===== src/rtl/debounce_edge.sv =====
// Debouncer for a raw asynchronous input: two-flop synchronizer, counter-qualified
// level FSM, registered one-cycle rise/fall pulses and a wrap-around rising-edge count.
module debounce_edge #(
  parameter int STABLE_CYCLES = 4,
  parameter int CNT_W         = 8
) (
  input  logic             clk,
  input  logic             rst,
  input  logic             din,
  output logic             q,
  output logic             rise,
  output logic             fall,
  output logic             busy,
  output logic [CNT_W-1:0] rise_count
);

  localparam int CW = $clog2(STABLE_CYCLES + 1);
  localparam logic [CW-1:0] CNT_ZERO = CW'(0);
  localparam logic [CW-1:0] CNT_ONE  = CW'(1);
  localparam logic [CW-1:0] CNT_LAST = CW'(STABLE_CYCLES - 1);

  typedef enum logic [1:0] {
    ST_LOW       = 2'b00,
    ST_WAIT_HIGH = 2'b01,
    ST_HIGH      = 2'b10,
    ST_WAIT_LOW  = 2'b11
  } state_e;

  logic             s1_q, s2_q;
  state_e           state_q, state_d;
  logic [CW-1:0]    cnt_q, cnt_d;
  logic             lvl_q, lvl_d;
  logic             rise_q, rise_d;
  logic             fall_q, fall_d;
  logic [CNT_W-1:0] rcnt_q, rcnt_d;

  always_ff @(posedge clk or posedge rst) begin
    if (rst) begin
      s1_q <= 1'b0;
      s2_q <= 1'b0;
    end else begin
      s1_q <= din;
      s2_q <= s1_q;
    end
  end

  always_ff @(posedge clk or posedge rst) begin
    if (rst) begin
      state_q <= ST_LOW;
      cnt_q   <= CNT_ZERO;
      lvl_q   <= 1'b0;
      rise_q  <= 1'b0;
      fall_q  <= 1'b0;
      rcnt_q  <= {CNT_W{1'b0}};
    end else begin
      state_q <= state_d;
      cnt_q   <= cnt_d;
      lvl_q   <= lvl_d;
      rise_q  <= rise_d;
      fall_q  <= fall_d;
      rcnt_q  <= rcnt_d;
    end
  end

  // A mismatching sample in a WAIT state discards the partial count entirely.
  always_comb begin
    state_d = state_q;
    cnt_d   = cnt_q;
    lvl_d   = lvl_q;
    rise_d  = 1'b0;
    fall_d  = 1'b0;
    rcnt_d  = rcnt_q;
    case (state_q)
      ST_LOW: begin
        if (s2_q) begin
          state_d = ST_WAIT_HIGH;
          cnt_d   = CNT_ONE;
        end else begin
          cnt_d   = CNT_ZERO;
        end
      end
      ST_WAIT_HIGH: begin
        if (!s2_q) begin
          state_d = ST_LOW;
          cnt_d   = CNT_ZERO;
        end else if (cnt_q == CNT_LAST) begin
          state_d = ST_HIGH;
          cnt_d   = CNT_ZERO;
          lvl_d   = 1'b1;
          rise_d  = 1'b1;
          rcnt_d  = rcnt_q + CNT_W'(1);
        end else begin
          cnt_d   = cnt_q + CNT_ONE;
        end
      end
      ST_HIGH: begin
        if (!s2_q) begin
          state_d = ST_WAIT_LOW;
          cnt_d   = CNT_ONE;
        end else begin
          cnt_d   = CNT_ZERO;
        end
      end
      ST_WAIT_LOW: begin
        if (s2_q) begin
          state_d = ST_HIGH;
          cnt_d   = CNT_ZERO;
        end else if (cnt_q == CNT_LAST) begin
          state_d = ST_LOW;
          cnt_d   = CNT_ZERO;
          lvl_d   = 1'b0;
          fall_d  = 1'b1;
        end else begin
          cnt_d   = cnt_q + CNT_ONE;
        end
      end
      default: begin
        state_d = ST_LOW;
        cnt_d   = CNT_ZERO;
        lvl_d   = 1'b0;
      end
    endcase
  end

  assign q          = lvl_q;
  assign rise       = rise_q;
  assign fall       = fall_q;
  assign rise_count = rcnt_q;
  assign busy       = (state_q == ST_WAIT_HIGH) || (state_q == ST_WAIT_LOW);

endmodule


===== config.mk =====
export PLATFORM = sky130hd
export DESIGN_NAME = debounce_edge
export DESIGN_NICKNAME = d
export VERILOG_FILES = /design/src/rtl/debounce_edge.sv
export SDC_FILE = /design/constraint.sdc
export NUM_CORES = 1
export LEC_CHECK = 0
export BUFFER_PORTS_ARGS = -buffer_cell sky130_fd_sc_hd__buf_2
export CAP_MARGIN = 15
export CELL_PAD_IN_SITES_DETAIL_PLACEMENT = 0
export CELL_PAD_IN_SITES_GLOBAL_PLACEMENT = 1
export CORE_MARGIN = 1
export CORE_UTILIZATION = 43
export DETAILED_ROUTE_END_ITERATION = 6
export GPL_ROUTABILITY_DRIVEN = 1
export HOLD_SLACK_MARGIN = 0.06
export PLACE_DENSITY_LB_ADDON = 0.1
export SLEW_MARGIN = 10
export SYNTH_ARGS = -nofsm -noshare
export SYNTH_HDL_FRONTEND = slang
export SYNTH_SLANG_ARGS = --single-unit

===== constraint.sdc =====
create_clock -name clk -period 2.1 [get_ports clk]
set_input_delay 0.315 -clock clk [delete_from_list [all_inputs] [get_ports clk]]
set_output_delay 0.315 -clock clk [all_outputs]
set_load 0.03 [all_outputs]

==> impl_metrics.csv <==
group,metric,value,unit
outcome,status,"complete, but fails checks",
outcome,violations,"DRC",
route,dr.pass1.iters,6,
logic_synthesis,ys_async_sr_fraction,100,%
pwr,power.switching,0.296,mW
placed_design,gp_congestion,0.774,
logic_synthesis,synth-seq-cells,18,
pwr,ir_drop,0.000566,V
logic_synthesis,synthTopCellsByCount,"18 x dfrtp_1, 6 x xor2_1, 4 x inv_1, 4 x nand2_1, 4 x nor3_1",
global_routing,grt_pass1_wl,1.85,mm
floorplan,die_w,43.6,µm
timing,finalSetupViolCount,0,
flow_run,drv_cap,0,
clocking,ctsHoldBuffers,0,
logic_synthesis,syn_inst,60,
logic_synthesis,avgSynthCellArea,12.4,µm²
timing,relSlewSlack,57.3,%
clocking,numCtsBuffers,3,
floorplan,core_area,1560,µm²
global_routing,antenna_found_initial,0,
pwr,power_density,1020,nW/µm²
clocking,cts_sinks,18,
route,finalWirelength,1.04,mm
critical_path,rr_endpoint,"rise_count[1]$_DFFE_PP0P_",
logic_synthesis,synth_area,743,µm²
critical_path,arrival,1.64,ns
pwr,pwr-share-clk,23.3,%
placed_design,io_buffers,14,
timing,fin_skew,0.00118,ns
clocking,cts-htree-levels,1,
logic_synthesis,yosys.area.top_type,"dfrtp_1",
timing,finalHoldViolCount,0,
logic_synthesis,ys.flop_type,"dfrtp_1",
finish,nets,83,
route,top_layer,"met4",
critical_path,r2r-start,"cnt_q[0]$_DFF_PP0_",
pwr,comb_power_share,24.1,%
finish,diodes,0,
logic_synthesis,ys_seq_area_share,60.6,%
floorplan,rows,14,
clocking,root_buffer,"clkbuf_4",
global_routing,overflow,0,
placed_design,hpwl,761,µm
route,wire_per_inst,11.2,µm
logic_synthesis,yosys.area.top_type_share,60.6,%
floorplan,ios,15,
route,vias,459,
logic_synthesis,ys_types,22,
timing,final.min_clock_period,1.46,ns
finish,drive_gt1_share,28.6,%
logic_synthesis,yosysWarnings,0,
timing,rsz0062_at_grt,"no",
floorplan,dieArea,1900,µm²
critical_path,setup.worst_path.start_class,"flip-flop",
timing,worst_pin_slew,0.640,ns
critical_path,endpoint_kind,"flip-flop",
finish,layout-area-overhead-vs-synth,16.5,%
logic_synthesis,synth_edf_count,0,
critical_path,required,2.28,ns
clocking,path_clk_slew,0.10,ns
floorplan,start_util,47.7,%
global_routing,grt_max_degree,19,
global_routing,track_usage,13.7,%
route,final_antenna_net_count,0,
pwr,p_sw_share,33.4,%
critical_path,worstSetupPathType,"flip-flop to flip-flop",
logic_synthesis,synthTopCellsByArea,"dfrtp_1 61%, xor2_1 7.1%, ha_1 3.4%",
critical_path,critPathMaxFanout,9,
route,wl_met2,389,µm
floorplan,dieHeight,43.6,µm
clocking,cts_buffer_depth,2,
timing,period_share,69.4,%
route,avgViaCountPerCell,4.94,
pwr,p_total,0.886,mW
global_routing,first_global_vias,413,
critical_path,worst_r2r_path_depth,4,
clocking,cts-resized-gates,0,
logic_synthesis,yosysMostFrequentCell,"dfrtp_1",
route,drt_iter0_markers,20,
clocking,insertion_delay,0.28,ns
logic_synthesis,synth_nets,65,
finish,final_util,55.5,%
pwr,p_leak,0.452,nW
pwr,internal_power,0.590,mW
route,routed-wl-met3,42,µm
critical_path,ff2ff_setup_slack,0.64,ns
pwr,pwr-share-seq,52.6,%
timing,finalMaxSlewViolations,0,
route,drc_errors,6,
timing,setup_tns,0,ns
timing,fmax,686,MHz
clocking,cts_tree,"built",
worst_hold_path,hp-class,"primary input to asynchronous set/reset pin",
route,wl_met1,597,µm
clocking,post-cts-setup-buffer-count,0,
[cell type report]
class                           instances  area, µm²
Clock buffer                            4       36.3
Fill cell                             127        693
Inverter                                4       15.0
Multi-Input combinational cell         37        274
Sequential cell                        18        450
Tap cell                               16       20.0
Timing Repair Buffer                   14       70.1
[cell usage in the layout (no fill, tap or decap)]
cell type and instances:
dfrtp_1 18, buf_2 14, xor2_1 6, nand2_1 4, inv_1 4, nor3_1 4
o21ai_0 3, clkbuf_4 3, nand3b_1 2, nor3b_1 2, nor2_1 2, xnor2_1 2
ha_1 2, nand4b_4 1, nor2_2 1, mux2_2 1, and2_1 1, a21boi_0 1
nand2b_1 1, nand4_1 1, nor4_2 1, nand3_1 1, nor2b_1 1, clkbuf_8 1
[critical path, stage by stage (launching register included)]
cell,delay (ns)
dfrtp_1,0.36
ha_1,0.26
nand4b_4,0.19
nor2_2,0.19
mux2_2,0.35
[power groups by stage]
stage / Combinational (mW) / Sequential, mW / Clock [mW]
3_5_place_dp: 0.216 / 0.472 / 0
3_3_place_gp: 0.219 / 0.473 / 0
6_report: 0.213 / 0.466 / 0.207
4_1_cts: 0.217 / 0.466 / 0.216
2_1_floorplan: 0.132 / 0.502 / 0
5_1_grt: 0.238 / 0.480 / 0.231
[per-layer routing]
metal,GRT usage [%],vias to the layer above
li1,-,236
met1,20.6,210
met2,16.7,11
met3,5.00,2
met4,7.50,0
met5,0,-
[logic make-up (layout without fill, tap and decap cells)]
| kind of cell | after synthesis | after routing | share of synthesized area [%] |
|---|---|---|---|
| buffers and inverters | 5 | 22 | 2.52 |
| multiplexers | 1 | 1 | 1.52 |
| XOR/XNOR | 8 | 8 | 9.43 |
| adder cells (fa/ha/maj) | 2 | 2 | 3.37 |
| AND/OR/NAND/NOR | 22 | 22 | 19.5 |
| AO/OA/AOI/OAI | 4 | 4 | 3.03 |
| flip-flops | 18 | 18 | 60.6 |
[registers in the layout, indices dropped and copies added, names as in the netlist, named ones only]
name,flops
cnt_q,3
s2_q,1
s1_q,1
state_q,1
fall,1
rise_count,8
rise,1
q,1
[metrics by stage]
stage | hold WS (ns) | setup WS (ns) | cell area [µm²] | instances
detailed placement | 0.336 | 0.649 | 830 | 89
finish | 0.0973 | 0.643 | 866 | 93
global placement | 0.335 | 0.695 | 830 | 89
floorplan | 0.254 | 0.763 | 743 | 60
global route | 0.104 | 0.531 | 866 | 93
CTS | 0.121 | 0.630 | 866 | 93
[how the worst max path moves through the flow]
stage	from	endpoint	cells past startpoint
after global placement	cnt_q[0]$_DFF_PP0_	rise_count[1]$_DFFE_PP0P_	4
after detailed placement	cnt_q[0]$_DFF_PP0_	rise_count[1]$_DFFE_PP0P_	4
after CTS	cnt_q[0]$_DFF_PP0_	rise_count[1]$_DFFE_PP0P_	4
after global routing	cnt_q[0]$_DFF_PP0_	rise_count[1]$_DFFE_PP0P_	4
final	cnt_q[0]$_DFF_PP0_	rise_count[1]$_DFFE_PP0P_	4
after floorplan	cnt_q[0]$_DFF_PP0_	rise_count[1]$_DFFE_PP0P_	4
Note: power is estimated with default switching activity, not from simulation.
